$ cat src/rtl/bist_pkg.sv
// bist_pkg: shared FSM state type and width-generic LFSR/MISR helper functions
package bist_pkg;

    localparam int MAX_W = 256;

    typedef enum logic [2:0] {IDLE, INIT, RUN, CMP, DONE} state_e;

    function automatic logic [MAX_W-1:0] lfsr_next(input logic [MAX_W-1:0] s, input logic [MAX_W-1:0] taps, input int w);
        logic [MAX_W-1:0] r;
        r = '0;
        for (int k = 1; k < MAX_W; k++) r[k] = (k < w) ? s[k-1] : 1'b0;
        r[0] = ^(s & taps);
        return r;
    endfunction

    function automatic logic [MAX_W-1:0] fold_po(input logic [MAX_W-1:0] po, input int po_w, input int misr_w);
        logic [MAX_W-1:0] r;
        r = '0;
        for (int j = 0; j < MAX_W; j++) if (j < po_w) r[j % misr_w] = r[j % misr_w] ^ po[j];
        return r;
    endfunction

endpackage

$ cat src/rtl/bist_misr.sv
// bist_misr: multiple-input signature register folding a wide response into MISR_W bits
module bist_misr
    import bist_pkg::*;
#(
    parameter int               MISR_W    = 16,
    parameter logic [MISR_W-1:0] MISR_TAPS = 16'hB400,
    parameter int               PO_W      = 49
) (
    input  logic              clk,
    input  logic              rst,
    input  logic              clr,
    input  logic              en,
    input  logic [PO_W-1:0]   din,
    output logic [MISR_W-1:0] sig
);

    logic [MISR_W-1:0] sig_q, sig_d;

    // next signature: clear wins over capture, otherwise hold
    always_comb begin
        sig_d = clr ? '0
              : en  ? (MISR_W'(lfsr_next(MAX_W'(sig_q), MAX_W'(MISR_TAPS), MISR_W)) ^ MISR_W'(fold_po(MAX_W'(din), PO_W, MISR_W)))
              : sig_q;
    end

    // signature register
    always_ff @(posedge clk) begin
        if (rst) sig_q <= '0;
        else     sig_q <= sig_d;
    end

    assign sig = sig_q;

endmodule

$ cat src/rtl/bist_engine.sv
// bist_engine: LFSR/MISR BIST controller wrapping a sequential CUT with functional pass-through
module bist_engine
    import bist_pkg::*;
#(
    parameter int                PI_W       = 35,
    parameter int                PO_W       = 49,
    parameter int                LFSR_W     = 16,
    parameter logic [LFSR_W-1:0] LFSR_TAPS  = 16'hB400,
    parameter logic [LFSR_W-1:0] SEED       = 16'h0001,
    parameter int                MISR_W     = 16,
    parameter logic [MISR_W-1:0] MISR_TAPS  = 16'hB400,
    parameter int                N_PATTERNS = 2000,
    parameter int                INIT_CYC   = 2,
    parameter logic [MISR_W-1:0] GOLDEN_SIG = 16'h0000
) (
    input  logic              clk,
    input  logic              rst,
    input  logic              bistmode,
    input  logic [PI_W-1:0]   pi,
    output logic [PO_W-1:0]   po,
    output logic [PI_W-1:0]   cut_pi,
    output logic              cut_rst,
    input  logic [PO_W-1:0]   cut_po,
    output logic              bistdone,
    output logic              bistpass,
    output logic [MISR_W-1:0] sig_out
);

    localparam int IC_W = $clog2(INIT_CYC + 1);
    localparam int RC_W = $clog2(N_PATTERNS + 1);
    localparam logic [IC_W-1:0] IC_LAST = IC_W'(INIT_CYC - 1);
    localparam logic [RC_W-1:0] RC_LAST = RC_W'(N_PATTERNS);

    state_e            state_q, state_d;
    logic [IC_W-1:0]   ic_q, ic_d;
    logic [RC_W-1:0]   rc_q, rc_d;
    logic [LFSR_W-1:0] lfsr_q, lfsr_d, prev_q, prev_d;
    logic              pass_q, pass_d;
    logic              misr_clr, misr_en;
    logic [MISR_W-1:0] sig;

    function automatic logic [PI_W-1:0] pattern(input logic [LFSR_W-1:0] s);
        logic [PI_W-1:0] p;
        for (int j = 0; j < PI_W; j++)
            p[j] = (j < LFSR_W) ? s[j % LFSR_W] : s[j % LFSR_W] ^ s[(j / LFSR_W) % LFSR_W];
        return p;
    endfunction

    // FSM next state, pattern generator stepping and MISR control; bistmode low aborts any active run
    always_comb begin
        state_d  = state_q;
        lfsr_d   = lfsr_q;
        prev_d   = prev_q;
        pass_d   = 1'b0;
        misr_clr = 1'b0;
        misr_en  = 1'b0;
        ic_d     = (state_q == INIT) ? ((ic_q == IC_LAST) ? ic_q : ic_q + IC_W'(1)) : '0;
        rc_d     = (state_q == RUN) ? ((rc_q == RC_LAST) ? rc_q : rc_q + RC_W'(1)) : '0;
        case (state_q)
            IDLE: if (bistmode) state_d = INIT;
            INIT: begin
                misr_clr = 1'b1;
                lfsr_d   = SEED;
                state_d  = !bistmode ? IDLE : (ic_q == IC_LAST) ? RUN : INIT;
            end
            RUN: begin
                if (!bistmode) state_d = IDLE;
                else begin
                    misr_en = (rc_q != '0);
                    if (rc_q != RC_LAST) begin
                        lfsr_d = LFSR_W'(lfsr_next(MAX_W'(lfsr_q), MAX_W'(LFSR_TAPS), LFSR_W));
                        prev_d = lfsr_q;
                    end else state_d = CMP;
                end
            end
            CMP: begin
                state_d = bistmode ? DONE : IDLE;
                pass_d  = bistmode && (sig == GOLDEN_SIG);
            end
            DONE: begin
                state_d = bistmode ? DONE : IDLE;
                pass_d  = bistmode && pass_q;
            end
            default: state_d = IDLE;
        endcase
    end

    // state, counters, LFSR and verdict registers
    always_ff @(posedge clk) begin
        if (rst) begin
            state_q <= IDLE;
            ic_q    <= '0;
            rc_q    <= '0;
            lfsr_q  <= SEED;
            prev_q  <= SEED;
            pass_q  <= 1'b0;
        end else begin
            state_q <= state_d;
            ic_q    <= ic_d;
            rc_q    <= rc_d;
            lfsr_q  <= lfsr_d;
            prev_q  <= prev_d;
            pass_q  <= pass_d;
        end
    end

    bist_misr #(.MISR_W(MISR_W), .MISR_TAPS(MISR_TAPS), .PO_W(PO_W)) u_misr (
        .clk(clk),
        .rst(rst),
        .clr(misr_clr),
        .en (misr_en),
        .din(cut_po),
        .sig(sig)
    );

    // the final RUN cycle replays the previous pattern because the LFSR has already advanced
    assign cut_pi   = (state_q != RUN) ? pi : pattern((rc_q == RC_LAST) ? prev_q : lfsr_q);
    assign cut_rst  = rst | (state_q == INIT);
    assign po       = cut_po;
    assign bistdone = (state_q == DONE);
    assign bistpass = pass_q;
    assign sig_out  = sig;

endmodule
$ cat config.mk
export PLATFORM = sky130hd
export DESIGN_NAME = bist_engine
export DESIGN_NICKNAME = d
export VERILOG_FILES = /design/src/rtl/bist_pkg.sv /design/src/rtl/bist_misr.sv /design/src/rtl/bist_engine.sv
export SDC_FILE = /design/constraint.sdc
export NUM_CORES = 1
export LEC_CHECK = 0
export ABC_AREA = 1
export BUFFER_PORTS_ARGS = -buffer_cell sky130_fd_sc_hd__buf_2
export CORE_MARGIN = 2
export CORE_UTILIZATION = 45
export CTS_BUF_LIST = sky130_fd_sc_hd__clkbuf_4
export CTS_CLUSTER_DIAMETER = 30
export DETAILED_ROUTE_END_ITERATION = 7
export PLACE_DENSITY = 0.85
export SKIP_CTS_REPAIR_TIMING = 1
export SLEW_MARGIN = 20
export SYNTH_ARGS = -nofsm -noshare
export SYNTH_HDL_FRONTEND = slang
export SYNTH_SLANG_ARGS = --single-unit
$ cat constraint.sdc
create_clock -name clk -period 2.02 [get_ports clk]
set_clock_uncertainty 0.05 [all_clocks]
set_input_delay 0.505 -clock clk [delete_from_list [all_inputs] [get_ports clk]]
set_output_delay 0.505 -clock clk [all_outputs]
set_load 0.01 [all_outputs]
Word-level counts from Yosys, hierarchy flattened
Cells that the tools add are included.
{ "word_totals": {"mem_bits_rw": 0, "rom_bits": 0, "latchBits": 0, "memories": 0, "word_cells": 105, "regBits": 65} }
{ "classes": {"bitwise_logic": 53, "order_cmp": 0, "n_shift": 0, "n_reduce_logical": 15, "eq_ne": 12, "addsub": 2, "mul": 0, "div": 0, "mux": 16} }
{ "ops": {"columns": ["op", "count"], "rows": [
  ["XOR reduction 256 bit", 2],
  ["bitwise XOR 1 bit", 49],
  ["two-way mux 16 bit", 3],
  ["two-way mux 35 bit", 1],
  ["case mux 16 bit (2 select lines)", 1],
  ["logical NOT 16 bit", 1],
  ["bitwise XOR 16 bit", 1],
  ["two-way mux 3 bit", 4],
  ["case mux 3 bit (4 select lines)", 1],
  ["adder 11 x 1 -> 11 bit, second input constant", 1],
  ["equality test 11 bit, second input constant", 1],
  ["!= test 11 bit, second input constant", 1],
  ["nonzero test 11 bit", 1],
  ["OR reduction 2 bit", 4],
  ["equality test 3 x 2 -> 1 bit, second input constant", 2],
  ["AND reduction 3 bit", 2],
  ["two-way mux 2 bit", 2],
  ["!= test 2 bit, second input constant", 2],
  ["equality test 3 x 1 -> 1 bit, second input constant", 1],
  ["equality test 3 bit, second input constant", 1],
  ["logical NOT 3 bit", 1],
  ["two-way mux 1 bit", 3],
  ["!= test 3 x 2 -> 1 bit, second input constant", 1],
  ["!= test 3 bit, second input constant", 1],
  ["9 further kinds", 11]
]} }

Logic depth before layout (Yosys ltp)
Gate-level depths: netlist (run 1).
{ "depth": {"word_depth": 4, "depth_mapped": 12, "mapped_depth_nobuf": 11} }

By module
From an unflattened synthesis (run 1), not the netlist that was laid out.
{ "unflattened": {"hier_cells": 712, "area_unflattened_um2": 4535.6} }
{ "by_module_without_submodules": {"columns": ["mod", "cells_each", "area_each_um2", "instances"], "rows": [
  ["bist_engine", 533, 3362.0, 1],
  ["bist_misr", 179, 1173.6, 1]
]} }

Worst setup path before layout (run 1)
OpenSTA, ideal clock, no wires.
{ "synth_path": {"path_type": "register -> output", "from": "reg rc_q[0]", "to": "out cut_pi[10]", "stages_incl_launch_ff": 11, "required_ns": 1.465, "path_buffers": 2, "arrival_ns": 1.602, "slack_ns": -0.137, "cell_sequence": "dfxtp_1 inv_1 ha_1 nand2_1 nor2_2 nand3_2 buf_6 buf_4 nand2_1 nand2_1 o21ai_0"} }
{ "synth_between": {"elab_chain_cells": 3} }
{ "synth_lines": {"columns": ["item", "line", "text"], "rows": [
  ["start, declared", "bist_engine.sv:36", "logic [RC_W-1:0] rc_q, rc_d;"],
  ["start signal, assigned", "bist_engine.sv:100", "rc_q <= rc_d;"],
  ["equality test 11 bit", "bist_engine.sv:117", "assign cut_pi = (state_q != RUN) ? pi : pattern((rc_q == RC_LAST) ? prev_q : lfsr_q);"],
  ["two-way mux 16 bit", "bist_engine.sv:117", null],
  ["two-way mux 35 bit", "bist_engine.sv:117", null],
  ["end, declared", "bist_engine.sv:21", "output logic [PI_W-1:0] cut_pi,"]
]} }
Every way passes these cells.

Worst setup path after layout (run 1)
{ "layout_path": {"from": "reg rc_q[1]", "to": "out cut_pi[20]"} }
{ "layout_between": {"elab_chain_cells": 4} }
{ "layout_lines": {"columns": ["item", "line", "text"], "rows": [
  ["equality test 11 bit", "bist_engine.sv:117", null],
  ["two-way mux 16 bit", "bist_engine.sv:117", null],
  ["bitwise XOR 1 bit", "bist_engine.sv:45", "p[j] = (j < LFSR_W) ? s[j % LFSR_W] : s[j % LFSR_W] ^ s[(j / LFSR_W) % LFSR_W];"],
  ["two-way mux 35 bit", "bist_engine.sv:117", null]
]} }
Every way passes these cells.

==> metrics.md, run 1 <==
| Metric | Value |
|---|---|
| Status | `complete, but fails checks` |
| Failing checks | `setup timing` |
| ANT nets after route | `0` |
| Starting DRC count in detailed routing | `179` |
| Hold Crit Class | `input port to flip-flop` |
| DRC | `0` |
| Worst-path maximum fanout | `9` |
| DP HPWL | `8701 um` |
| Final period utilization | `1.296` |
| CTS max path bufs | `2` |
| CTS Root Cell | `clkbuf_4` |
| WHS | `375.2 ps` |
| PD cells | `441.0 nW/um^2` |
| Clk slew on worst S/H paths | `110 ps` |
| Final RePlAce weighted congestion | `0.8797` |
| Leak | `2.804 nW` |
| Peak supply drop | `0.2545 mV` |
| Starting density of the core | `0.4572` |
| DR pass1 iterations | `6` |
| Post-DR wirelength/cell | `12.20 um` |
| Port bufs | `189` |
| Post-route core utilization | `0.6163` |
| Max Clk Rate | `381.9 MHz` |
| Clk sink count | `65` |
| Max cap viols | `0` |
| Worst EP required | `1460 ps` |
| YS warnings | `0` |
| CP arrival | `2060 ps` |
| Die Y | `103.0 um` |
| Least-Margin Pin Slew | `458.6 ps` |
| Fill cells | `866` |
| Final hold vios | `0` |
| Syn Nets | `775` |
| Mean Syn Cell Area | `6.443 um^2` |
| Full die area | `10600 um^2` |
| Commonest non-fill, non-tap cell in the layout | `nand2_1` |
| Mapped Area | `4407 um^2` |
| WS Path Type | `flip-flop to primary output` |
| Clk_lat worst skew | `410 ps` |
| Congestion Overflow GR | `0` |
| CTS buffer count | `9` |
| Primary FF master, synth | `dfxtp_1` |
| Syn Inst Count | `684` |
| CTS tree | `done` |
| Final #Nets | `950` |
| Register area | `1306 um^2` |
| Via count | `4889` |
| Final Setup Violations | `35` |
| Post-synth EDFFs | `0` |
| #FFs+latches synth | `65` |
| H-tree depth | `3` |
| Io pins | `190` |
| Vias in the first global route | `4071` |
| Rows | `36` |
| Share of cells above drive strength 1 | `0.3898` |
| Crit end category | `primary output` |
| Commonest cells after routing, fill and taps aside | `nand2_1, buf_2, dfxtp_1, inv_1, nor2_1` |
| Footprint of the multi-input gates | `2620 um^2` |
| First-pass GRT wire length | `17250 um` |
| Die X | `103.0 um` |
| Final instance area | `5941 um^2` |
| Relative slew slack | `0.6919` |
| Largest net degree at the start of global routing | `34` |
| # diodes | `0` |
| Share of flip-flops with an asynchronous set or reset | `0` |
| Detailed Route WL | `12140 um` |
| Register area share after synthesis | `0.2953` |
| Dpl cell area | `5373 um^2` |
| Initial antenna violation count | `0` |
| Slew Limit Fails | `0` |
| Syn-to-layout area delta | `34.81%` |
| Setup slack after layout | `-598.2 ps` |
| Via density | `4.914` |
| Post-layout min period | `2618 ps` |
| Unrepaired setup endpoints after global routing | `true` |
| Core region area | `9639 um^2` |
| Post-synthesis cell type count | `33` |
| Crit path launch type | `flip-flop` |
| GRT Overall Usage | `0.2012` |
## cell type report
type | instances | area share
clock inverter | 4 | 0.007793
timing repair buffer | 238 | 0.2506
tap | 133 | 0.02801
multi-input combinational | 484 | 0.4410
inverter | 60 | 0.03875
timing repair inverter | 1 | 0.001264
sequential | 65 | 0.2199
clock buffer | 10 | 0.01264
## metal layers
layer  vias up  wire length [um]  global-route usage
li1       2448                 -                   -
met1      2170              4772              0.2366
met2       231              6120              0.3761
met3        40               909             0.02780
met4         0               337             0.06174
met5         -                 0                   0
## synth_stat cells, drive strengths merged, types with 10 or more instances
cell,instances,area share
nor3,10,0.014
o21ai,21,0.026
a21oi,46,0.052
xnor2,48,0.095
dfxtp,65,0.30
nand3,30,0.035
nand4,17,0.024
buf,63,0.11
inv,58,0.049
nand2,240,0.21
clkbuf,12,0.010
nor2,57,0.053
## registers in the layout, indices dropped and copies added (netlist names)
signal / cells
rc_q: 11
bistpass: 1
u_misr.sig: 16
prev_q: 16
lfsr_q: 16
state_q: 3
ic_q: 2
## logic make-up after synthesis
family / share of synthesized area
AO/OA/AOI/OAI: 0.08405
XOR/XNOR: 0.1053
adder cells (fa/ha/maj): 0.01136
buffers and inverters: 0.1667
flip-flops: 0.2953
AND/OR/NAND/NOR: 0.3373
## metrics by stage
step / power [W] / instances / setup TNS, ps / setup WS, ps
5_1_grt: 0.002745 / 995 / -19440 / -704.5
3_5_place_dp: 0.001807 / 968 / -1629 / -163.1
4_1_cts: 0.002613 / 982 / -16220 / -621.1
3_3_place_gp: 0.001797 / 968 / -823.7 / -91.17
2_1_floorplan: 0.001658 / 684 / 0 / 5.457
6_report: 0.002620 / 995 / -15550 / -598.2
## report_power, final
| group | switching [W] | internal (W) | leakage (nW) |
|---|---|---|---|
| clock network | 0.000444 | 0.000373 | 0.0658 |
| registers | 0.00000589 | 0.00129 | 0.526 |
| logic | 0.000264 | 0.000246 | 2.21 |
## path summary, 6_finish.rpt
path	startpoint	to	slack (ps)	cells after the start
min reg2reg	prev_q[11]	prev_q[11]	420	2
max reg2reg	rc_q[1]	prev_q[12]	120	11
min	rst	lfsr_q[0]	380	3
max	rc_q[1]	cut_pi[20]	-600	12
## worst max-delay path, stage by stage, from the launching register on
cell,delay [ps]
dfxtp_2,340
inv_2,60
ha_4,140
nand2_4,50
nor2_4,140
nand3_4,110
buf_12,160
buf_12,140
o21ai_1,180
nand2_1,90
nand3_1,90
nand2_2,40
buf_2,130
Note: power is estimated with default switching activity, not from simulation.
==> run 2: changes to the inputs <==
Clock period 2.02 ns to 2.31 ns, I/O delays scaled along.
==> run 2 against run 1 <==
The run still ends with setup timing left. Cell area shrank 7.3%. Worst hold slack gained 44 ps. Largest cell class unchanged. First-iteration DRC count grew 7.8%. Non-clock buffer count shrank 27. Clock-buffer cell count grew 1. Via count shrank 4.9%. Clock power shrank 10%. Final cell count shrank 2.6%. Sequential cell count is the same. Critical endpoint is now cut_pi[23]. Combinational power shrank 17%. Critical path depth grew 1.
==> metrics.md, run 2 (same netlist as run 1, synthesis figures left out) <==
| Metric | Value |
|---|---|
| PD cells | `415.0 nW/um^2 (-5.9%)` |
| Clk_lat worst skew | `410 ps (about the same)` |
| First-pass GRT wire length | `17180 um (-0.40%)` |
| Die Y | `103.0 um (unchanged)` |
| Top cell family by delay on the critical path | `simple AND/OR/NAND/NOR gates` |
| Starting DRC count in detailed routing | `193 (+7.8%)` |
| Final RePlAce weighted congestion | `0.8535 (-3.0%)` |
| Congestion Overflow GR | `0 (unchanged)` |
| Post-route core utilization | `0.5714 (-0.04491)` |
| Slew Limit Fails | `0 (unchanged)` |
| Reg2Reg Depth | `8 (-3)` |
| GRT Overall Usage | `0.2012 (about the same)` |
| Placed Cells | `950 (-1.9%)` |
| Dpl cell area | `5179 um^2 (-3.6%)` |
| Die X | `103.0 um (unchanged)` |
| Final period utilization | `1.180` |
| Peak supply drop | `0.2465 mV (-3.1%)` |
| Crit path buf inv count | `4 (unchanged)` |
| Detailed Route WL | `11220 um (-7.6%)` |
| Final hold vios | `0 (unchanged)` |
| Crit end category | `primary output` |
| H-tree depth | `3 (unchanged)` |
| Vias in the first global route | `4001 (-1.7%)` |
| Worst-path maximum fanout | `10 (+1)` |
| DP HPWL | `8499 um (-2.3%)` |
| Final instance area | `5508 um^2 (-7.3%)` |
| Post-DR wirelength/cell | `11.57 um (-5.1%)` |
| Hold path depth | `2 (-1)` |
| Full die area | `10600 um^2 (unchanged)` |
| Final #Nets | `923 (-2.8%)` |
| Max Clk Rate | `366.9 MHz` |
| Commonest cells after routing, fill and taps aside | `nand2_1, buf_2, dfxtp_1, nor2_1, inv_1` |
| CP arrival | `2100 ps (+40 ps)` |
| DR pass1 iterations | `5 (-1)` |
| Least-Margin Pin Slew | `525.1 ps (+66.46 ps)` |
| Clk sink count | `65 (unchanged)` |
| Largest net degree at the start of global routing | `34 (unchanged)` |
| Post-layout min period | `2725 ps` |
| CTS buffer count | `9 (unchanged)` |
| Via density | `4.797 (-2.4%)` |
| Core region area | `9639 um^2 (unchanged)` |
| Worst EP required | `1680 ps (+220 ps)` |
| CTS tree | `done` |
| Status | `complete, but fails checks` |
| WS Path Type | `flip-flop to primary output` |
| Final Non-Filler Cells | `969 (-2.6%)` |
| Most used cell along the critical path | `nand2_4` |
| DRC | `0 (unchanged)` |
| Worst-path cell chain | `inv_2 > ha_4 > nand2_4 > nor2_4 > buf_4 > nand3_4 > nand2_4 > nand2_4 > buf_4 > nand2_1 > nand3_1 > nand2_1 > buf_2` |
| Final Setup Violations | `33 (-5.7%)` |
| Port bufs | `189 (unchanged)` |
| Relative slew slack | `0.6495 (-0.04234)` |
| Leak | `2.628 nW (-6.3%)` |
| Share of cells above drive strength 1 | `0.3182 (-0.07161)` |
| Total power | `0.002286 W (-13%)` |
| Max cap viols | `0 (unchanged)` |
| CTS Root Cell | `clkbuf_4` |
| Hold Crit Class | `flip-flop to flip-flop` |
| Syn-to-layout area delta | `24.99%` |
| Rows | `36 (unchanged)` |
| Initial antenna violation count | `0 (unchanged)` |
| CP max stage delay | `340 ps (about the same)` |
| # diodes | `0 (unchanged)` |
| Io pins | `190 (unchanged)` |
| Failing checks | `setup timing` |
| Setup slack after layout | `-415.4 ps (+182.8 ps)` |
| Via count | `4648 (-4.9%)` |
| CTS max path bufs | `2 (unchanged)` |
| Starting density of the core | `0.4572 (unchanged)` |
| Critical-path top delay cell | `dfxtp_1` |
| Clk slew on worst S/H paths | `110 ps (about the same)` |
| Crit path launch type | `flip-flop` |
| ANT nets after route | `0 (unchanged)` |
| Number of cells on the critical path | `13 (+1)` |
| Unrepaired setup endpoints after global routing | `true` |
| Commonest non-fill, non-tap cell in the layout | `nand2_1` |
[run 2: cell types whose count changed in the layout (fill, tap and decap cells not counted), moves of 3 or more]
cell     change
nand3_1      +5
buf_12       -5
buf_6        -6
nor2_1       +3
o21ai_0      +5
buf_2        +4
buf_4       -19
nand3_2      -6
nand2_1     +29
nand2_2     -27
inv_2        -3
nor2_2       -3
[run 2: final timing paths]
kind / slack (ps) / from / end
hold / removal: 420 / prev_q[3] / prev_q[3]
setup / recovery: -420 / rc_q[1] / cut_pi[23]
hold reg to reg: 420 / prev_q[3] / prev_q[3]
setup reg to reg: 140 / state_q[2] / prev_q[6]
[run 2: per-stage QoR]
step | hold slack (ps) | TNS (ps) | setup WS (ps)
2_1_floorplan | 379.6 | 0 | 80.16
3_3_place_gp | 395.4 | 0 | 88.84
3_5_place_dp | 407.2 | 0 | 48.84
4_1_cts | 421.1 | -10440 | -419.1
5_1_grt | 437.0 | -15310 | -540.7
6_report | 419.4 | -10750 | -415.4
[run 2: power breakdown]
part,switching (W),leakage (nW),internal (W)
logic,0.000221,2.03,0.000201
registers,0.00000526,0.525,0.00113
clock network,0.000390,0.0680,0.000342
total,0.000617,2.63,0.00167
[run 2: area by class of cell]
type	count	area [um^2]
fillers	969	4131
multi-input cells	484	2496
flip-flops and latches	65	1304
repair buffers	211	1174
inverters	60	232.7
well taps	133	166.4
clock buffers	11	82.58
clock inverters	4	45.04
repair inverters	1	7.507
[run 2: worst reg2reg max path, stage by stage (launching register included)]
cell	delay, ps
dfxtp_1	370
nor3_4	310
inv_2	260
buf_4	230
nor2_4	150
nand2_4	170
clkinv_2	240
nand2_1	150
a21oi_1	170
[run 2: metal layers]
layer,up-vias,GRT usage,share of wire
met5,-,0,0
li1,2380,-,-
met3,11,0.03661,0.079
met4,0,0.06377,0.013
met2,188,0.3736,0.50
met1,2069,0.2323,0.41
==> run 3: changes to the inputs <==
Settings changed: GPL_TIMING_DRIVEN set to 0.
==> run 3 against run 2 <==
Fmax down 2.3%. Global-route usage up 2.3 points. The run still ends with setup timing left. Register-to-register slack improved by 260 ps. Sequential power about the same. Critical endpoint unchanged.
==> metrics.md, run 3 (same netlist as run 1, synthesis figures left out) <==
| Metric | Value |
|---|---|
| Pint | `0.001605 W (-3.8%)` |
| CP arrival | `2160 ps (+60 ps)` |
| Commonest cells after routing, fill and taps aside | `nand2_1, buf_2, dfxtp_1, buf_4` |
| Failing checks | `setup timing` |
| Worst-path cell chain | `inv_4 > ha_4 > nand2_4 > nor2_4 > nand4_1 > nand2_1 > buf_2 > nand2_1 > nand3_1 > nand2_1 > buf_2` |
| Post-DR wirelength/cell | `12.25 um (+5.8%)` |
| CTS max path bufs | `2 (unchanged)` |
| Worst-path maximum fanout | `10 (unchanged)` |
| Critical Path Source | `rc_q[1]` |
| Clk_lat worst skew | `420 ps (about the same)` |
| GRT Overall Usage | `0.2245 (+0.02336)` |
| Clk slew on worst S/H paths | `110 ps (about the same)` |
| Reg-to-Reg End | `prev_q[12]` |
| Slew Limit Fails | `0 (unchanged)` |
| CTS buffer count | `9 (unchanged)` |
| WHS | `417.4 ps (-1.964 ps)` |
| Status | `complete, but fails checks` |
| Largest net degree at the start of global routing | `12 (-65%)` |
| Hold Crit Class | `flip-flop to flip-flop` |
| Least-Margin Pin Slew | `548.0 ps (+22.93 ps)` |
| Total power | `0.002267 W (-0.84%)` |
| Crit end category | `primary output` |
| Max cap viols | `0 (unchanged)` |
| DP HPWL | `9376 um (+10%)` |
| WS Path Type | `flip-flop to primary output` |
| Pre-CTS setup slack | `-296.3 ps (-345.1 ps)` |
| Die X | `103.0 um (unchanged)` |
| Reg2Reg Depth | `10 (+2)` |
| Peak supply drop | `0.2584 mV (+4.8%)` |
| P_sw | `0.0006616 W (+7.3%)` |
| R2R setup slack | `400 ps (+260 ps)` |
| PD cells | `377.8 nW/um^2 (-9.0%)` |
| DR pass1 iterations | `5 (unchanged)` |
| ANT nets after route | `0 (unchanged)` |
| Unrepaired setup endpoints after global routing | `true` |
| Worst EP required | `1680 ps (about the same)` |
| Vias in the first global route | `4373 (+9.3%)` |
| Port bufs | `188 (-0.53%)` |
| Via density | `4.849 (+1.1%)` |
| Critical Path End | `cut_pi[23]` |
| Detailed Route WL | `12640 um (+13%)` |
| Core region area | `9639 um^2 (unchanged)` |
| Commonest non-fill, non-tap cell in the layout | `nand2_1` |
| R2R Path Start | `rc_q[1]` |
| Post-layout min period | `2788 ps (+62.97 ps)` |
| Syn-to-layout area delta | `36.14%` |
| Dpl cell area | `5514 um^2 (+6.5%)` |
| Clk sink count | `65 (unchanged)` |
| Sw Ratio | `0.2919 (+0.02214)` |
| Max Clk Rate | `358.6 MHz (-2.3%)` |
| Setup slack after layout | `-478.4 ps (-62.97 ps)` |
| Final #Nets | `985 (+6.7%)` |
| Final Setup Violations | `33 (unchanged)` |
| Crit path launch type | `flip-flop` |
| Final hold vios | `0 (unchanged)` |
| Congestion Overflow GR | `0 (unchanged)` |
| Clk pwr share | `0.284 (-0.036)` |
| Via count | `5004 (+7.7%)` |
| Rows | `36 (unchanged)` |
| H-tree depth | `3 (unchanged)` |
| Leak | `2.918 nW (+11%)` |
| CP max stage delay | `380 ps (+40 ps)` |
| Final instance area | `6000 um^2 (+8.9%)` |
| Final RePlAce weighted congestion | `0.8376 (-1.9%)` |
| Combinational group share of total power | `0.218 (+0.033)` |
| Post-route core utilization | `0.6224 (+0.05101)` |
| CTS tree | `done` |
| Final period utilization | `1.207 (+0.02726)` |
| Relative slew slack | `0.6346 (-0.01490)` |
| First-pass GRT wire length | `19090 um (+11%)` |
| Initial antenna violation count | `0 (unchanged)` |
| Register share of total power | `0.498 (+0.003)` |
| Starting density of the core | `0.4572 (unchanged)` |
| Starting DRC count in detailed routing | `218 (+13%)` |
| Most used cell along the critical path | `nand2_1` |
| Io pins | `190 (unchanged)` |
| Full die area | `10600 um^2 (unchanged)` |
| Die Y | `103.0 um (unchanged)` |
| Critical-path top delay cell | `dfxtp_4` |
| DRC | `0 (unchanged)` |
| # diodes | `0 (unchanged)` |
| Share of cells above drive strength 1 | `0.3737 (+0.05557)` |
| CTS Root Cell | `clkbuf_4` |
## run 3: changes by cell type in the layout (fill, tap and decap cells not counted), moves of 5 or more
cell	previous run	this run
buf_4	17	60
nand2_4	4	9
clkbuf_1	0	5
nand2_1	229	221
buf_2	187	193
o21ai_0	10	5
o21ai_2	2	7
## run 3: metal layers
layer  global-route usage  vias up  routed length [um]  share of wire
met2               0.4061      241                6350           0.50
li1                     -     2511                   -              -
met3              0.04000       20                1066          0.084
met5                    0        -                   0              0
met1               0.2645     2232                5024           0.40
met4              0.08198        0                 199          0.016
## run 3: power groups by stage
| stage | clock network (W) | registers, W | logic [W] |
|---|---|---|---|
| global placement | 0 | 0.00116 | 0.000478 |
| floorplan | 0 | 0.00116 | 0.000290 |
| global route | 0.000714 | 0.00113 | 0.000547 |
| detailed placement | 0 | 0.00116 | 0.000486 |
| CTS | 0.000653 | 0.00113 | 0.000488 |
| finish | 0.000644 | 0.00113 | 0.000494 |
## run 3: worst max-delay path, delay by kind of cell, from the launching register on
kind	cells	cell delay, ps
and+or+nand+nor	7	770
DFF	1	380
buffers and inverters	3	460
adders and majority gates	1	130
## run 3: layout make-up
cell class              count  area, um^2
plain buffers              75       548.0
clock inverters             6       35.03
fillers                   909        3640
well taps                 133       166.4
clock buffers              10       75.07
inverters                  60       237.7
flip-flops and latches     65        1310
repair buffers            199        1077
multi-input cells         484        2550
## run 3: worst min path at each step
stage	from	endpoint	slack, ps	cells after the start
2_1_floorplan	prev_q[15]	prev_q[15]	380	2
3_3_place_gp	prev_q[15]	prev_q[15]	390	2
3_5_place_dp	prev_q[15]	prev_q[15]	390	2
4_1_cts	prev_q[15]	prev_q[15]	410	2
5_1_grt	prev_q[15]	prev_q[15]	430	2
6_report	prev_q[15]	prev_q[15]	420	2
## run 3: stage by stage
| step | setup TNS, ps | instances |
|---|---|---|
| final | -13260 | 1032 |
| after global routing | -17470 | 1032 |
| after CTS | -20550 | 1021 |
| after detailed placement | -5087 | 1005 |
| after global placement | -4435 | 1005 |
| after floorplan | 0 | 684 |
